## config.mk

```make
export PLATFORM = sky130hd
export DESIGN_NAME = ldm_stm_sequencer_flat
export DESIGN_NICKNAME = d
export VERILOG_FILES = /design/src/rtl/ldm_stm_sequencer_if.sv /design/src/rtl/ldm_stm_sequencer.sv /design/src/flat_wrapper.sv
export SDC_FILE = /design/constraint.sdc
export NUM_CORES = 1
export LEC_CHECK = 0
export ABC_AREA = 0
export ABC_CLOCK_PERIOD_IN_PS = 2400
export CORE_MARGIN = 2
export CORE_UTILIZATION = 55
export DETAILED_ROUTE_END_ITERATION = 6
export DONT_BUFFER_PORTS = 1
export GPL_TIMING_DRIVEN = 0
export MAX_ROUTING_LAYER = met4
export PLACE_DENSITY = 0.73
export SLEW_MARGIN = 25
export SYNTH_ARGS = -nofsm -noshare
export SYNTH_HDL_FRONTEND = slang
export SYNTH_SLANG_ARGS = --single-unit
```

## constraint.sdc

```tcl
create_clock -name clk -period 2.4 [get_ports clk]
set_input_delay 0.24 -clock clk [delete_from_list [all_inputs] [get_ports clk]]
set_output_delay 0.24 -clock clk [all_outputs]
set_load 0.01 [all_outputs]
```

## src/rtl/ldm_stm_sequencer_if.sv

```systemverilog
`default_nettype none
// ============================================================================
// ldm_stm_sequencer_if : decoder / AHB-side signal bundle for the LDM/STM
//                        block-transfer sequencer.
// Rev 1.0
// ============================================================================
interface ldm_stm_sequencer_if #(
    parameter int ADDR_W = 32
);
    logic              start;
    logic [15:0]       reg_list;
    logic [3:0]        rn;
    logic [ADDR_W-1:0] base;
    logic              ldr_p;
    logic              ldr_u;
    logic              ldr_w;
    logic              ldr_l;
    logic              bus_ready;
    logic              busy;
    logic              AHB_rd_en;
    logic              AHB_wr_en;
    logic [ADDR_W-1:0] AHB_addr;
    logic [3:0]        xfer_reg;
    logic              wb_en;
    logic [4:0]        wb_id;
    logic [ADDR_W-1:0] wb_data;
    logic              done;
    logic              branch;

    modport master (
        output start, reg_list, rn, base, ldr_p, ldr_u, ldr_w, ldr_l, bus_ready,
        input  busy, AHB_rd_en, AHB_wr_en, AHB_addr, xfer_reg,
               wb_en, wb_id, wb_data, done, branch
    );

    modport slave (
        input  start, reg_list, rn, base, ldr_p, ldr_u, ldr_w, ldr_l, bus_ready,
        output busy, AHB_rd_en, AHB_wr_en, AHB_addr, xfer_reg,
               wb_en, wb_id, wb_data, done, branch
    );
endinterface
`default_nettype wire

```

## src/rtl/ldm_stm_sequencer.sv

```systemverilog
`default_nettype none
// ============================================================================
// ldm_stm_sequencer : multi-cycle LDM/STM beat sequencer with base writeback.
// Optional macro LDMSEQ_PC_LOAD_EN enables the R15-load branch flag.
// Rev 1.0
// ============================================================================
module ldm_stm_sequencer #(
    parameter int ADDR_W = 32
) (
    input  wire logic           clk,
    input  wire logic           rst,
    ldm_stm_sequencer_if.slave  bus
);
    typedef enum logic [1:0] {
        S_IDLE   = 2'd0,
        S_XFER   = 2'd1,
        S_WB     = 2'd2,
        S_FINISH = 2'd3
    } state_t;

    state_t            r_state;
    state_t            w_next;
    logic [15:0]       r_list;
    logic [ADDR_W-1:0] r_addr;
    logic [ADDR_W-1:0] r_final;
    logic [3:0]        r_rn;
    logic              r_l;
    logic              r_wb;

    logic [4:0]        w_n;
    logic [ADDR_W-1:0] w_n4;
    logic [ADDR_W-1:0] w_first;
    logic [ADDR_W-1:0] w_final;
    logic [3:0]        w_cur_reg;
    logic              w_last;
    logic              w_accept;
    logic              w_launch;

    always_comb begin
        w_n = 5'd0;
        for (int i = 0; i < 16; i++) begin
            w_n = w_n + 5'(bus.reg_list[i]);
        end
    end

    assign w_n4 = ADDR_W'({w_n, 2'b00});

    // Beats always run upward; decrement modes just start lower.
    always_comb begin
        case ({bus.ldr_p, bus.ldr_u})
            2'b01:   w_first = bus.base;
            2'b11:   w_first = bus.base + ADDR_W'(4);
            2'b00:   w_first = bus.base - w_n4 + ADDR_W'(4);
            default: w_first = bus.base - w_n4;
        endcase
    end

    assign w_final = bus.ldr_u ? (bus.base + w_n4) : (bus.base - w_n4);

    always_comb begin
        w_cur_reg = 4'd0;
        for (int i = 15; i >= 0; i--) begin
            if (r_list[i]) begin
                w_cur_reg = 4'(i);
            end
        end
    end

    assign w_last   = ((r_list & (r_list - 16'd1)) == 16'd0);
    assign w_accept = (r_state == S_XFER) && bus.bus_ready;
    assign w_launch = (r_state == S_IDLE) && bus.start;

    always_comb begin
        w_next = r_state;
        case (r_state)
            S_IDLE: begin
                if (bus.start) begin
                    w_next = (w_n != 5'd0) ? S_XFER : S_FINISH;
                end
            end
            S_XFER: begin
                if (bus.bus_ready && w_last) begin
                    w_next = r_wb ? S_WB : S_FINISH;
                end
            end
            S_WB:     w_next = S_FINISH;
            S_FINISH: w_next = S_IDLE;
            default:  w_next = S_IDLE;
        endcase
    end

    always_ff @(posedge clk or posedge rst) begin
        if (rst) begin
            r_state <= S_IDLE;
        end else begin
            r_state <= w_next;
        end
    end

    always_ff @(posedge clk or posedge rst) begin
        if (rst) begin
            r_list  <= 16'd0;
            r_addr  <= '0;
            r_final <= '0;
            r_rn    <= 4'd0;
            r_l     <= 1'b0;
            r_wb    <= 1'b0;
        end else if (w_launch) begin
            r_list  <= bus.reg_list;
            r_addr  <= w_first;
            r_final <= w_final;
            r_rn    <= bus.rn;
            r_l     <= bus.ldr_l;
            // A loaded Rn overrides the writeback; an empty list never writes back.
            r_wb    <= bus.ldr_w && (w_n != 5'd0) && !(bus.ldr_l && bus.reg_list[bus.rn]);
        end else if (w_accept) begin
            r_list  <= r_list & (r_list - 16'd1);
            r_addr  <= r_addr + ADDR_W'(4);
        end
    end

`ifdef LDMSEQ_PC_LOAD_EN
    logic r_branch;

    always_ff @(posedge clk or posedge rst) begin
        if (rst) begin
            r_branch <= 1'b0;
        end else if (r_state == S_FINISH) begin
            r_branch <= 1'b0;
        end else if (w_accept && r_l && (w_cur_reg == 4'd15)) begin
            r_branch <= 1'b1;
        end
    end

    assign bus.branch = r_branch;
`else
    assign bus.branch = 1'b0;
`endif

    assign bus.busy      = (r_state != S_IDLE);
    assign bus.AHB_rd_en = (r_state == S_XFER) && r_l;
    assign bus.AHB_wr_en = (r_state == S_XFER) && !r_l;
    assign bus.AHB_addr  = (r_state == S_XFER) ? r_addr : '0;
    assign bus.xfer_reg  = (r_state == S_XFER) ? w_cur_reg : 4'd0;
    assign bus.wb_en     = (r_state == S_WB);
    assign bus.wb_id     = (r_state == S_WB) ? {1'b0, r_rn} : 5'd0;
    assign bus.wb_data   = (r_state == S_WB) ? r_final : '0;
    assign bus.done      = (r_state == S_FINISH);

endmodule
`default_nettype wire

```

## src/flat_wrapper.sv

```systemverilog
// flat-port wrapper written by rule: the top's interface ports become plain ports
module ldm_stm_sequencer_flat 
#(
    parameter int ADDR_W = 32
)
  (clk, rst, bus_start, bus_reg_list, bus_rn, bus_base, bus_ldr_p, bus_ldr_u, bus_ldr_w, bus_ldr_l, bus_bus_ready, bus_busy, bus_AHB_rd_en, bus_AHB_wr_en, bus_AHB_addr, bus_xfer_reg, bus_wb_en, bus_wb_id, bus_wb_data, bus_done, bus_branch);
  ldm_stm_sequencer_if #(.ADDR_W(ADDR_W)) bus_i ();
  input  wire logic clk;
  input  wire logic rst;
  input wire logic [$bits(bus_i.start)-1:0] bus_start;
  input wire logic [$bits(bus_i.reg_list)-1:0] bus_reg_list;
  input wire logic [$bits(bus_i.rn)-1:0] bus_rn;
  input wire logic [$bits(bus_i.base)-1:0] bus_base;
  input wire logic [$bits(bus_i.ldr_p)-1:0] bus_ldr_p;
  input wire logic [$bits(bus_i.ldr_u)-1:0] bus_ldr_u;
  input wire logic [$bits(bus_i.ldr_w)-1:0] bus_ldr_w;
  input wire logic [$bits(bus_i.ldr_l)-1:0] bus_ldr_l;
  input wire logic [$bits(bus_i.bus_ready)-1:0] bus_bus_ready;
  output wire logic [$bits(bus_i.busy)-1:0] bus_busy;
  output wire logic [$bits(bus_i.AHB_rd_en)-1:0] bus_AHB_rd_en;
  output wire logic [$bits(bus_i.AHB_wr_en)-1:0] bus_AHB_wr_en;
  output wire logic [$bits(bus_i.AHB_addr)-1:0] bus_AHB_addr;
  output wire logic [$bits(bus_i.xfer_reg)-1:0] bus_xfer_reg;
  output wire logic [$bits(bus_i.wb_en)-1:0] bus_wb_en;
  output wire logic [$bits(bus_i.wb_id)-1:0] bus_wb_id;
  output wire logic [$bits(bus_i.wb_data)-1:0] bus_wb_data;
  output wire logic [$bits(bus_i.done)-1:0] bus_done;
  output wire logic [$bits(bus_i.branch)-1:0] bus_branch;
  assign bus_i.start = bus_start;
  assign bus_i.reg_list = bus_reg_list;
  assign bus_i.rn = bus_rn;
  assign bus_i.base = bus_base;
  assign bus_i.ldr_p = bus_ldr_p;
  assign bus_i.ldr_u = bus_ldr_u;
  assign bus_i.ldr_w = bus_ldr_w;
  assign bus_i.ldr_l = bus_ldr_l;
  assign bus_i.bus_ready = bus_bus_ready;
  assign bus_busy = bus_i.busy;
  assign bus_AHB_rd_en = bus_i.AHB_rd_en;
  assign bus_AHB_wr_en = bus_i.AHB_wr_en;
  assign bus_AHB_addr = bus_i.AHB_addr;
  assign bus_xfer_reg = bus_i.xfer_reg;
  assign bus_wb_en = bus_i.wb_en;
  assign bus_wb_id = bus_i.wb_id;
  assign bus_wb_data = bus_i.wb_data;
  assign bus_done = bus_i.done;
  assign bus_branch = bus_i.branch;
  ldm_stm_sequencer #(.ADDR_W(ADDR_W)) u_core (.clk(clk), .rst(rst), .bus(bus_i));
endmodule
```

* Yosys cells after proc, flatten, opt, wreduce, memory -nomap -nowiden *
Cells that the tools add are included.

word-level totals
  register bits = 88
  input bits = 60

operators by class
  add/sub/neg operators = 21
  order comparisons = 1
  equality and inequality tests = 7
  multiplexer cells = 33
  bitwise logic cells = 1
  reduce and logical (&&, ||, !) cells = 17

operators with widths
  operator                                                               count
  32-bit two-way mux                                                     5
  32-bit by 3-bit adder with 32-bit output, second input constant        3
  32-bit case mux with 3 select lines                                    1
  4-bit two-way mux                                                      18
  5-bit by 1-bit adder with 5-bit output                                 14
  32-bit by 7-bit adder with 32-bit output                               1
  16-bit two-way mux                                                     2
  32-bit by 7-bit subtractor with 32-bit output                          1
  16-bit bitwise AND                                                     1
  16-bit logical NOT                                                     1
  16-bit by 1-bit subtractor with 16-bit output, second input constant   1
  1-bit logical AND                                                      8
  2-bit case mux with 4 select lines                                     1
  2-bit equality test, second input constant                             3
  2-bit two-way mux                                                      3
  4-bit by 5-bit < comparator with 1-bit output, second input constant   1
  5-bit nonzero test                                                     1
  1-bit binary-select mux with 4-bit select                              1
  2-bit by 1-bit equality test with 1-bit output, second input constant  2
  2-bit logical NOT                                                      2
  2-bit != test, second input constant                                   2
  2-bit nonzero test                                                     2
  1-bit by 1-bit adder with 2-bit output                                 1
  1-bit logical NOT                                                      2
  other kinds (2)                                                        3

* Depth between registers and ports, before layout *
  depth in word-level cells = 19
  gate-level depth with buffers = 26

* Least setup slack after synthesis *
OpenSTA, ideal clock, no wires.

  path kind = input-to-reg
  from = in bus_reg_list[0]
  to = reg u_core.r_addr[30]
  library setup time = 0.137 ns
  arrival time = 6.461 ns
  slack = -4.198 ns
  stages = 22
  path buffers = 1
  cells stage by stage = ha_1 > inv_1 > fa_1 > fa_1 > fa_1 > fa_1 > fa_1 > fa_1 > nor2b_1 > o21a_1 > inv_1 > ha_1 > buf_6 > or4_4 > nor4_4 > nand4_2 > or3_1 > a21oi_2 > o2111ai_2 > or4_1 > a31oi_1 > a21oi_1

between the ends
  word-level cells in the longest chain between the ends = 19

RTL lines
  item                                                       RTL line                                          RTL
  from (decl)                                                flat_wrapper.sv:11                                input wire logic [$bits(bus_i.reg_list)-1:0] bus_reg_list;
  1-bit by 1-bit adder with 2-bit output (*)                 ldm_stm_sequencer.sv:42                           w_n = w_n + 5'(bus.reg_list[i]);
  5-bit by 1-bit adder with 5-bit output (*) (14 in series)  ldm_stm_sequencer.sv:42
  32-bit by 7-bit subtractor with 32-bit output (*)          ldm_stm_sequencer.sv:53, ldm_stm_sequencer.sv:54
  32-bit by 3-bit adder with 32-bit output                   ldm_stm_sequencer.sv:53                           2'b00: w_first = bus.base - w_n4 + ADDR_W'(4);
  32-bit case mux with 3 select lines (*)                    ldm_stm_sequencer.sv:50                           case ({bus.ldr_p, bus.ldr_u})
  32-bit two-way mux (*)                                     ldm_stm_sequencer.sv:108                          end else if (w_launch) begin
  to (signal assigned)                                       ldm_stm_sequencer.sv:110                          r_addr <= w_first;
  to (signal assigned)                                       ldm_stm_sequencer.sv:118                          r_addr <= r_addr + ADDR_W'(4);
  to (decl)                                                  ldm_stm_sequencer.sv:24                           logic [ADDR_W-1:0] r_addr;

Every way passes the cells marked *; elsewhere a longest branch is shown, timed or not.
A chain may end at the register's enable or synchronous reset.

* Final worst setup path *
  from = in bus_reg_list[1]
  to = reg u_core.r_addr[26]

Same word-level chain as after synthesis.

==> out/results.tsv <==
metric	value	unit
fin_ws	-4.002	ns
endpoint	u_core.r_addr[26]	
grtUsageTotal	0.4341	
cts_tree	done	
yosys_warnings	0	
vias	10620	
rr_worst_depth	10	
seqPwrFrac	0.210	
overflow	0	
fmax	0.1562	GHz
path_clk_slew	0.07	ns
synth_flop_cell	dfrtp_1	
synth_cells	1175	
p_per_area	1120	mW/mm^2
vias_per_cell	6.937	
wire_per_inst	25.00	um
num-fill-cells	1061	
grt_pass1_vias	9868	
status	finished with violations	
maxSlewHeadroom	0.2629	
synth_cell_types	83	
clk_latency	0.36	ns
synth_seq_cells	88	
htree_levels	3	
drive_above_1_share	0.3166	
start_util	0.5604	
cts_sinks	88	
initialDrtViolationCount	1469	
place_congestion	0.9944	
arrival	6.60	ns
hold_viol	0	
drt_pass1_iterations	7	
mostFrequentLayoutCells	nand2_1, buf_4, dfrtp_1	
critical_path_required	2.60	ns
rows	46	
antenna_found_initial	0	
crit-reg2reg-launch	u_core.r_state[1]	
cts_root_buf	clkbuf_16	
drv_cap	0	
route.detailed.drc	25	
worst_pin_slew	1.106	ns
drtAntennaViolNets	0	
clock_skew	0.01004	ns
cts_buffers	9	
crit_fanout	10	
hold-path-cell-count	2	
rrSetupSlack	-0.42	ns
worst-setup-path-type	in -> reg	
violations	design-rule violations, negative setup slack	
rsz0062_at_grt	true	
p_clk_frac	0.101	
async_flop_share	1.000	
pre_cts_ws	-4.719	ns
io_pins	139	
final_common_cell	nand2_1	
fp.dieArea	0.01716	mm^2
wl_met1	13410	um
max-clock-path-buffers	2	
routed-wl-met3	4547	um
synth_edf_count	0	
coreArea	0.01583	mm^2
yosysTopAreaCell	dfrtp_1	
p_sw_frac	0.4841	
seq_area_frac_synth	0.2483	
period_needed	6.402	ns
tns	-190.26	ns
avgSynthCellArea	7.549	um^2
setup_viol	62	
finalMaxSlewViolations	0	
power.leakage	4.825	nW
fin_crit_sh	2.667	
wirelength	38270	um
die-width	131.0	um
highest_layer	met4	
reg2reg_to	u_core.r_addr[13]	
p_int	7.147	mW
startpoint	bus_reg_list[1]	
synth_area	0.008870	mm^2
comb_power_share	0.689	
dr_wl_met2	17090	um
hp-class	in -> reg	
grt_start_max_net_pins	32	
die_h	131.0	um
area_delta_synth_final	39.47	%
cp-start-kind	primary input	
yosys.area.top_type_share	0.2483	
final_nets	1407	
cp-end-kind	flip-flop	
numPortBuffers	0	
synth_area_leaders	dfrtp_1, xnor2_1, nand2_1	
detailedPlacementHpwl	25210	um
grt_first_pass_wirelength	54650	um
switching_power	6.706	mW
worst_ir_drop_vdd	0.0009333	V
through the flow:
step,util,area [um^2],instances,hold WS (ns),power (mW)
after floorplan,-,9417,1176,0.3454,7.544
after global placement,0.6120,9687,1392,0.3490,8.936
after detailed placement,0.6167,9761,1395,0.1642,9.083
after CTS,0.7240,11460,1486,0.003603,12.47
after global routing,0.7814,12370,1530,0.01927,14.55
final,0.7816,12370,1531,0.007532,13.85
power groups by stage:
stage / Combinational (mW) / Clock (mW) / Sequential (mW)
after floorplan: 4.89 / 0 / 2.65
after global placement: 6.09 / 0 / 2.85
after detailed placement: 6.22 / 0 / 2.87
after CTS: 8.24 / 1.38 / 2.84
after global routing: 10.1 / 1.46 / 2.98
final: 9.54 / 1.40 / 2.91
critical path, cell delays in order:
cell and delay, ns:
ha_4 0.24, inv_2 0.03, fa_1 0.45, fa_1 0.51
fa_1 0.43, fa_1 0.50, fa_2 0.41, fa_2 0.43
nor2b_2 0.13, o21a_2 0.19, buf_4 0.16, ha_2 0.32
nor3_4 0.20, and2_4 0.21, buf_8 0.16, o41ai_2 0.11
a222oi_1 0.47, and3_4 0.25, buf_6 0.10, nand4_1 0.20
or4_1 0.52, a31oi_1 0.23, a21oi_1 0.10
synthesized netlist by cell type (11+ instances only):
cell type,count
or4_1,13
or3_1,11
xor2_1,31
nand4_1,22
nor4_1,13
dfrtp_1,88
o31ai_1,11
xnor2_1,64
nor2_1,72
a31oi_1,12
buf_2,13
nor3_1,38
a21oi_1,61
o21ai_0,97
and3_1,16
nand3_1,52
mux2i_1,11
ha_1,26
inv_1,50
fa_1,12
nand2_1,149
clkbuf_1,63
and2_1,77
final cells by class:
type / instances / area [um^2] / share of cell area
clock inverter: 5 / 40.04 / 0.003237
tap: 216 / 270.3 / 0.02185
inverter: 52 / 210.2 / 0.01699
timing repair buffer: 125 / 1181 / 0.09548
sequential: 88 / 2213 / 0.1789
multi-input combinational: 949 / 7755 / 0.6269
clock buffer: 11 / 232.7 / 0.01881
antenna: 1 / 2.502 / 0.0002023
buffer: 84 / 465.4 / 0.03763
logic make-up after synthesis:
family                   after synthesis  synth area share
AO/OA/AOI/OAI                        295            0.2126
XOR/XNOR                              95           0.09381
adder cells (fa/ha/maj)               39           0.06489
buffers and inverters                139           0.06447
flip-flops                            88            0.2483
multiplexers                          17           0.02638
other                                  1         0.0004228
AND/OR/NAND/NOR                      501            0.2892
flip-flops by register name, indices dropped and copies added, names as in the netlist:
register and count:
u_core.r_addr 32, u_core.r_final 32, u_core.r_list 16, u_core.r_rn 4
u_core.r_state 2, u_core.r_l 1, u_core.r_wb 1
worst min-delay path by stage:
stage / start / endpoint / slack [ns]
2_1_floorplan: bus_ldr_l / u_core.r_l / 0.35
3_3_place_gp: bus_rn[1] / u_core.r_rn[1] / 0.35
3_5_place_dp: rst / u_core.r_final[1] / 0.16
4_1_cts: bus_base[1] / u_core.r_addr[1] / 0.004
5_1_grt: bus_base[0] / u_core.r_addr[0] / 0.02
6_report: bus_base[1] / u_core.r_addr[1] / 0.008
metal layers:
layer	GRT usage	up-vias
met5	-	-
met4	0.2647	0
met3	0.08998	306
met2	0.6861	837
met1	0.5081	5027
li1	-	4450
what timing repair did:
action,4_1_cts,5_1_grt
pin swaps,82,109
endpoints found under the setup margin,98,115
endpoints found under the hold margin,21,0
gates resized for setup,175,150
hold buffers,7,0
buffers inserted,69,53
Power figures use the tool's default switching activity.
